<file path="src/rtl/race_start_sequencer_pkg.sv">
// Shared types and helpers for the race start sequencer: lobby/countdown/racing
// state encoding and a small popcount used for the ready vector.
package race_start_sequencer_pkg;

   typedef enum logic [1:0] {
      LOBBY    = 2'd0,
      COUNTING = 2'd1,
      RACING   = 2'd2
   } state_t;

   // Ready vectors are at most 8 wide; callers zero-extend narrower vectors.
   function automatic logic [3:0] popcount8(input logic [7:0] v);
      logic [3:0] n;
      n = 4'd0;
      for (int i = 0; i < 8; i++) begin
         n = n + {3'd0, v[i]};
      end
      return n;
   endfunction

endpackage

</file>
<file path="src/rtl/race_start_sequencer_tick.sv">
// Countdown step timer: free-runs only while enabled and emits one tick every
// TICK_CLK_COUNT cycles; cleared whenever disabled.
module race_tick_gen #(
   parameter int TICK_CLK_COUNT = 50000000
) (
   input  logic clk,
   input  logic reset,
   input  logic enable,
   output logic tick
);

   localparam int CW = $clog2(TICK_CLK_COUNT);

   logic [CW-1:0] cnt;
   logic          at_end;

   assign at_end = (cnt == CW'(TICK_CLK_COUNT - 1));
   assign tick   = enable && at_end;

   always_ff @(posedge clk) begin
      if (reset || !enable) begin
         cnt <= '0;
      end else if (at_end) begin
         cnt <= '0;
      end else begin
         cnt <= cnt + CW'(1);
      end
   end

endmodule

</file>
<file path="src/rtl/race_start_sequencer.sv">
// Lobby/countdown controller: starts a countdown once enough players are ready,
// releases the race on the last tick, optionally aborts when readiness drops.
module race_start_sequencer
   import race_start_sequencer_pkg::*;
#(
   parameter int NUM_PLAYERS     = 4,
   parameter int MIN_READY       = NUM_PLAYERS,
   parameter int COUNTDOWN_START = 7,
   parameter int CNT_W           = 3,
   parameter int TICK_CLK_COUNT  = 50000000,
   parameter int ABORT_EN        = 1
) (
   input  logic                               clk,
   input  logic                               reset,
   input  logic [NUM_PLAYERS-1:0]             ready,
   input  logic                               race_over,
   output logic                               is_in_menu,
   output logic [CNT_W-1:0]                   countdown,
   output logic [$clog2(NUM_PLAYERS+1)-1:0]   ready_count,
   output logic                               activity,
   output logic                               race_start,
   output logic                               aborted
);

   localparam int RCW = $clog2(NUM_PLAYERS + 1);

   if (MIN_READY < 1 || MIN_READY > NUM_PLAYERS || COUNTDOWN_START < 1 ||
       COUNTDOWN_START >= (1 << CNT_W) || NUM_PLAYERS < 1 || NUM_PLAYERS > 8 ||
       TICK_CLK_COUNT < 2) begin : g_bad_params
      $error("race_start_sequencer: illegal parameter combination");
   end

   state_t           state;
   state_t           state_nxt;
   logic [RCW-1:0]   rc_q;
   logic [CNT_W-1:0] cd_q;
   logic             race_start_q;
   logic             aborted_q;
   logic             start_ok;
   logic             tick;
   logic             abort_now;
   logic             finish_now;
   logic [7:0]       ready_ext;

   assign ready_ext = 8'(ready);

   always_ff @(posedge clk) begin
      if (reset) begin
         rc_q <= '0;
      end else begin
         rc_q <= RCW'(popcount8(ready_ext));
      end
   end

   // Start/abort decisions use the registered count, never the raw inputs.
   assign start_ok   = (rc_q >= RCW'(MIN_READY));
   assign abort_now  = (state == COUNTING) && (ABORT_EN != 0) && !start_ok;
   assign finish_now = (state == COUNTING) && !abort_now && tick &&
                       (cd_q == CNT_W'(1));

   race_tick_gen #(
      .TICK_CLK_COUNT(TICK_CLK_COUNT)
   ) u_tick (
      .clk    (clk),
      .reset  (reset),
      .enable (state == COUNTING),
      .tick   (tick)
   );

   always_ff @(posedge clk) begin
      if (reset) begin
         state <= LOBBY;
      end else begin
         state <= state_nxt;
      end
   end

   always_comb begin
      state_nxt = state;
      case (state)
         LOBBY:    if (start_ok) state_nxt = COUNTING;
         COUNTING: if (abort_now || finish_now) state_nxt = (abort_now ? LOBBY : RACING);
         RACING:   if (race_over) state_nxt = LOBBY;
         default:  state_nxt = LOBBY;
      endcase
   end

   always_ff @(posedge clk) begin
      if (reset) begin
         cd_q         <= '0;
         race_start_q <= 1'b0;
         aborted_q    <= 1'b0;
      end else begin
         race_start_q <= finish_now;
         aborted_q    <= abort_now;
         case (state)
            LOBBY:    cd_q <= start_ok ? CNT_W'(COUNTDOWN_START) : '0;
            COUNTING: begin
               if (abort_now || finish_now) begin
                  cd_q <= '0;
               end else if (tick) begin
                  cd_q <= cd_q - CNT_W'(1);
               end
            end
            default:  cd_q <= '0;
         endcase
      end
   end

   always_comb begin
      is_in_menu  = (state != RACING);
      countdown   = cd_q;
      ready_count = rc_q;
      activity    = tick;
      race_start  = race_start_q;
      aborted     = aborted_q;
   end

endmodule

</file>
<file path="config.mk">
export PLATFORM = sky130hd
export DESIGN_NAME = race_start_sequencer
export DESIGN_NICKNAME = d
export VERILOG_FILES = /design/src/rtl/race_start_sequencer_pkg.sv /design/src/rtl/race_start_sequencer_tick.sv /design/src/rtl/race_start_sequencer.sv
export SDC_FILE = /design/constraint.sdc
export NUM_CORES = 1
export LEC_CHECK = 0
export ABC_AREA = 1
export CELL_PAD_IN_SITES_DETAIL_PLACEMENT = 0
export CELL_PAD_IN_SITES_GLOBAL_PLACEMENT = 1
export CORE_ASPECT_RATIO = 0.75
export CORE_MARGIN = 3
export CORE_UTILIZATION = 39
export DETAILED_ROUTE_END_ITERATION = 10
export PLACE_DENSITY_LB_ADDON = 0.1
export SYNTH_ARGS = -nofsm -noshare
export SYNTH_HDL_FRONTEND = slang
export SYNTH_SLANG_ARGS = --single-unit
</file>
<file path="constraint.sdc">
create_clock -name clk -period 2.85 [get_ports clk]
set_clock_uncertainty 0.2 [all_clocks]
set_input_delay 0.285 -clock clk [delete_from_list [all_inputs] [get_ports clk]]
set_output_delay 0.285 -clock clk [all_outputs]
set_load 0.05 [all_outputs]
</file>
==> reports/results.md <==
| Metric | Value | Unit |
|:---|:---|:---|
| Area overhead of the layout relative to synthesis | 15.1 | % |
| Global-route wire length before repair | 7610 | um |
| Number of nets in the final layout | 305 | - |
| Number of rows created at floorplan | 21 | - |
| Unrepaired setup endpoints after global routing | false | - |
| Critical Path End Type | output pin | - |
| Count of state elements after synthesis | 36 | - |
| Total of buffers placed on input and output ports | 16 | - |
| Setup TNS | 0 | ns |
| Data required time at the worst endpoint | 2.37 | ns |
| Count of hold buffers inserted by post-cts repair | 0 | - |
| Die extent in y | 67.9 | um |
| Clock-pin slew on the worst setup and hold paths | 0.07 | ns |
| Dpl hpwl | 3500 | um |
| Leakage power | 0.000866 | uW |
| Number of global-route vias before repair | 1,527 | - |
| Post-route DRC | 0 | - |
| Fraction of layout instances using a drive strength above 1 | 0.151 | - |
| Instance count after placement with tap cells included | 342 | - |
| Core footprint | 4700 | um^2 |
| Final setup vio count | 0 | - |
| Total wire length | 4380 | um |
| Level count of the clock H-tree | 2 | - |
| Post-synth cell types | 40 | - |
| Power per standard cell area | 401 | nW/um^2 |
| Reg-to-reg slack, setup | 0.98 | ns |
| Share of the yosys chip area belonging to registers | 0.361 | - |
| Drt wl/cell | 12.5 | um |
| Slew Limit Headroom | 0.662 | - |
| Effective utilization at floorplan | 0.424 | - |
| First-iteration detailed-routing DRC count | 107 | - |
| Max frequency | 0.421 | GHz |
| Total Routing Usage GR | 0.167 | - |
| Diodes inserted | 0 | - |
| Final WS setup | 0.472 | ns |
| Io pins | 17 | - |
| Number of pins exceeding their max-slew limit in the final report | 0 | - |
| FILL cells | 479 | - |
| Die footprint | 6020 | um^2 |
| Number of setup buffers added after CTS | 0 | - |
| Standard cell area after detailed placement | 2210 | um^2 |
| Type of the worst setup path | flip-flop to output pin | - |
| Post-layout instance count excluding filler cells | 349 | - |
| First-pass iteration count of the detailed router | 4 | - |
| Post-DR vias/cell | 4.77 | - |
| Die Wd | 88.6 | um |
| Area used by multi-input combinational logic | 1080 | um^2 |
| Actual transition at the worst max-transition pin | 0.506 | ns |
| Fraction of the cycle the final worst path needs | 0.834 | - |
| Synthesized Nets | 284 | - |
| Critical-path maximum fanout | 7 | - |
| Peak VDD IR | 0.000185 | V |
| Root buffer cell | sky130_fd_sc_hd__clkbuf_8 | - |
| Count of mapped cells out of synthesis | 271 | - |
| Main flop type after synthesis | sky130_fd_sc_hd__dfxtp_1 | - |
| Number of vias in the routed layout | 1,664 | - |
| Clk sink count | 36 | - |
| Cell Area, Synth | 1990 | um^2 |
| Class of the tightest hold or removal check | flip-flop to flip-flop | - |
| Post-cts repair resize count | 0 | - |
| Number of buffers on the longest clock path | 2 | - |
| Post-synth EDFFs | 0 | - |
| Total non-filler cell area in the finished layout | 2290 | um^2 |
| Minimum clock period | 2.38 | ns |
| Final Hold Vio Count | 0 | - |
| GP Congestion | 0.823 | - |
| Remaining global-route overflow | 0 | - |
| TritonCTS clock tree | done | - |
| Post-placement setup slack | 0.387 | ns |
| Run status | complete, no violations | - |
| Clock latency on the worst-skew pair | 0.29 | ns |
| Number of antenna violations at the first check in global routing | 0 | - |
| Average footprint of a synthesized cell | 7.36 | um^2 |
| Launching element type of the critical path | flip-flop | - |
| Number of maximum-capacitance violations | 0 | - |
| Warning count from the yosys run | 0 | - |
| Remaining antenna violation count | 0 | - |
| Signal arrival time at the worst endpoint | 1.89 | ns |
| Largest net degree at the start of global routing | 27 | - |
| Clock buffer count from CTS | 5 | - |
| Fraction of registers with async set/reset | 0 | - |
| Combined flip-flop and latch cell area | 721 | um^2 |
[final timing paths]
path                                  from                       end  depth (start not counted)
setup / recovery  u_tick.cnt[0]$_SDFF_PP0_                  activity                          8
hold / removal    u_tick.cnt[0]$_SDFF_PP0_  u_tick.cnt[0]$_SDFF_PP0_                          1
setup reg to reg  u_tick.cnt[0]$_SDFF_PP0_  u_tick.cnt[4]$_SDFF_PP0_                          9
hold reg to reg   u_tick.cnt[0]$_SDFF_PP0_  u_tick.cnt[0]$_SDFF_PP0_                          1
[stage by stage]
stage | util | hold WS (ns) | power, uW
floorplan | - | 0.217 | 565
global placement | 0.471 | 0.233 | 589
detailed placement | 0.471 | 0.241 | 589
CTS | 0.487 | 0.249 | 936
global route | 0.488 | 0.273 | 963
finish | 0.488 | 0.252 | 921
[final cells by class]
| cell class | instances | area share |
|---|---|---|
| clock buffers | 6 | 0.0316 |
| clock inverters | 1 | 0.00218 |
| multi-input cells | 186 | 0.471 |
| inverters | 46 | 0.0758 |
| repair buffers | 17 | 0.0742 |
| flip-flops and latches | 36 | 0.314 |
| well taps | 57 | 0.0311 |
[sequential cells by signal (all words and copies together) (netlist names)]
register	flops
u_tick.cnt	26
countdown	3
ready_count	3
state	2
aborted	1
race_start	1
[where the power goes]
| group | internal (uW) | switching (uW) |
|---|---|---|
| Clock | 166 | 178 |
| Sequential | 509 | 3.46 |
| Combinational | 25.0 | 39.2 |
[cells in the final DEF (no fill, tap or decap), types with 2 or more instances in the layout]
master                             n
sky130_fd_sc_hd__dfxtp_1          36
sky130_fd_sc_hd__nand3_1          11
sky130_fd_sc_hd__nand4_1           8
sky130_fd_sc_hd__nor2_2            3
sky130_fd_sc_hd__a21oi_1          17
sky130_fd_sc_hd__or2_0             2
sky130_fd_sc_hd__clkbuf_8          5
sky130_fd_sc_hd__clkdlybuf4s50_1  15
sky130_fd_sc_hd__nor3_2            5
sky130_fd_sc_hd__o21ai_1           2
sky130_fd_sc_hd__nor3b_1           2
sky130_fd_sc_hd__inv_2             5
sky130_fd_sc_hd__xor2_1            3
sky130_fd_sc_hd__ha_1              5
sky130_fd_sc_hd__nor2_4            5
sky130_fd_sc_hd__clkinv_2          2
sky130_fd_sc_hd__o21ai_0           3
sky130_fd_sc_hd__nand2_1          51
sky130_fd_sc_hd__nand2_2           8
sky130_fd_sc_hd__nand2_4           2
sky130_fd_sc_hd__inv_1            40
sky130_fd_sc_hd__xnor2_1           2
sky130_fd_sc_hd__nor2_1           34
sky130_fd_sc_hd__nor3_1            7
[cells in the mapped netlist, types with 7 or more instances]
library cell / instances / area share
sky130_fd_sc_hd__nor3_1: 7 / 0.018
sky130_fd_sc_hd__dfxtp_1: 36 / 0.36
sky130_fd_sc_hd__nand2_1: 51 / 0.096
sky130_fd_sc_hd__nor2_1: 34 / 0.064
sky130_fd_sc_hd__nand3_1: 11 / 0.028
sky130_fd_sc_hd__nand4_1: 8 / 0.025
sky130_fd_sc_hd__a21oi_1: 17 / 0.043
sky130_fd_sc_hd__nand2_2: 8 / 0.025
sky130_fd_sc_hd__inv_1: 40 / 0.075
[critical path, cell delays in order (launching register included)]
cell and delay [ns]:
sky130_fd_sc_hd__dfxtp_1 0.35, sky130_fd_sc_hd__ha_1 0.19, sky130_fd_sc_hd__nand2_2 0.10, sky130_fd_sc_hd__nor2_8 0.14, sky130_fd_sc_hd__inv_2 0.08, sky130_fd_sc_hd__nor2_4 0.14
sky130_fd_sc_hd__nand2_4 0.09, sky130_fd_sc_hd__nor2_1 0.08, sky130_fd_sc_hd__dlymetal6s2s_1 0.42
[layer usage]
metal	share of wire	vias up	track usage
li1	-	901	-
met1	0.56	722	0.269
met2	0.36	34	0.206
met3	0.061	7	0.0397
met4	0.014	0	0.0566
met5	0	-	0
[logic make-up (layout without fill, tap and decap cells)]
group / Yosys count / in the layout / synth area share
AO/OA/AOI/OAI: 27 / 27 / 0.0784
AND/OR/NAND/NOR: 148 / 148 / 0.400
adder cells (fa/ha/maj): 6 / 6 / 0.0414
XOR/XNOR: 5 / 5 / 0.0220
buffers and inverters: 49 / 70 / 0.0966
flip-flops: 36 / 36 / 0.361
(Power assumes the default switching activity.)
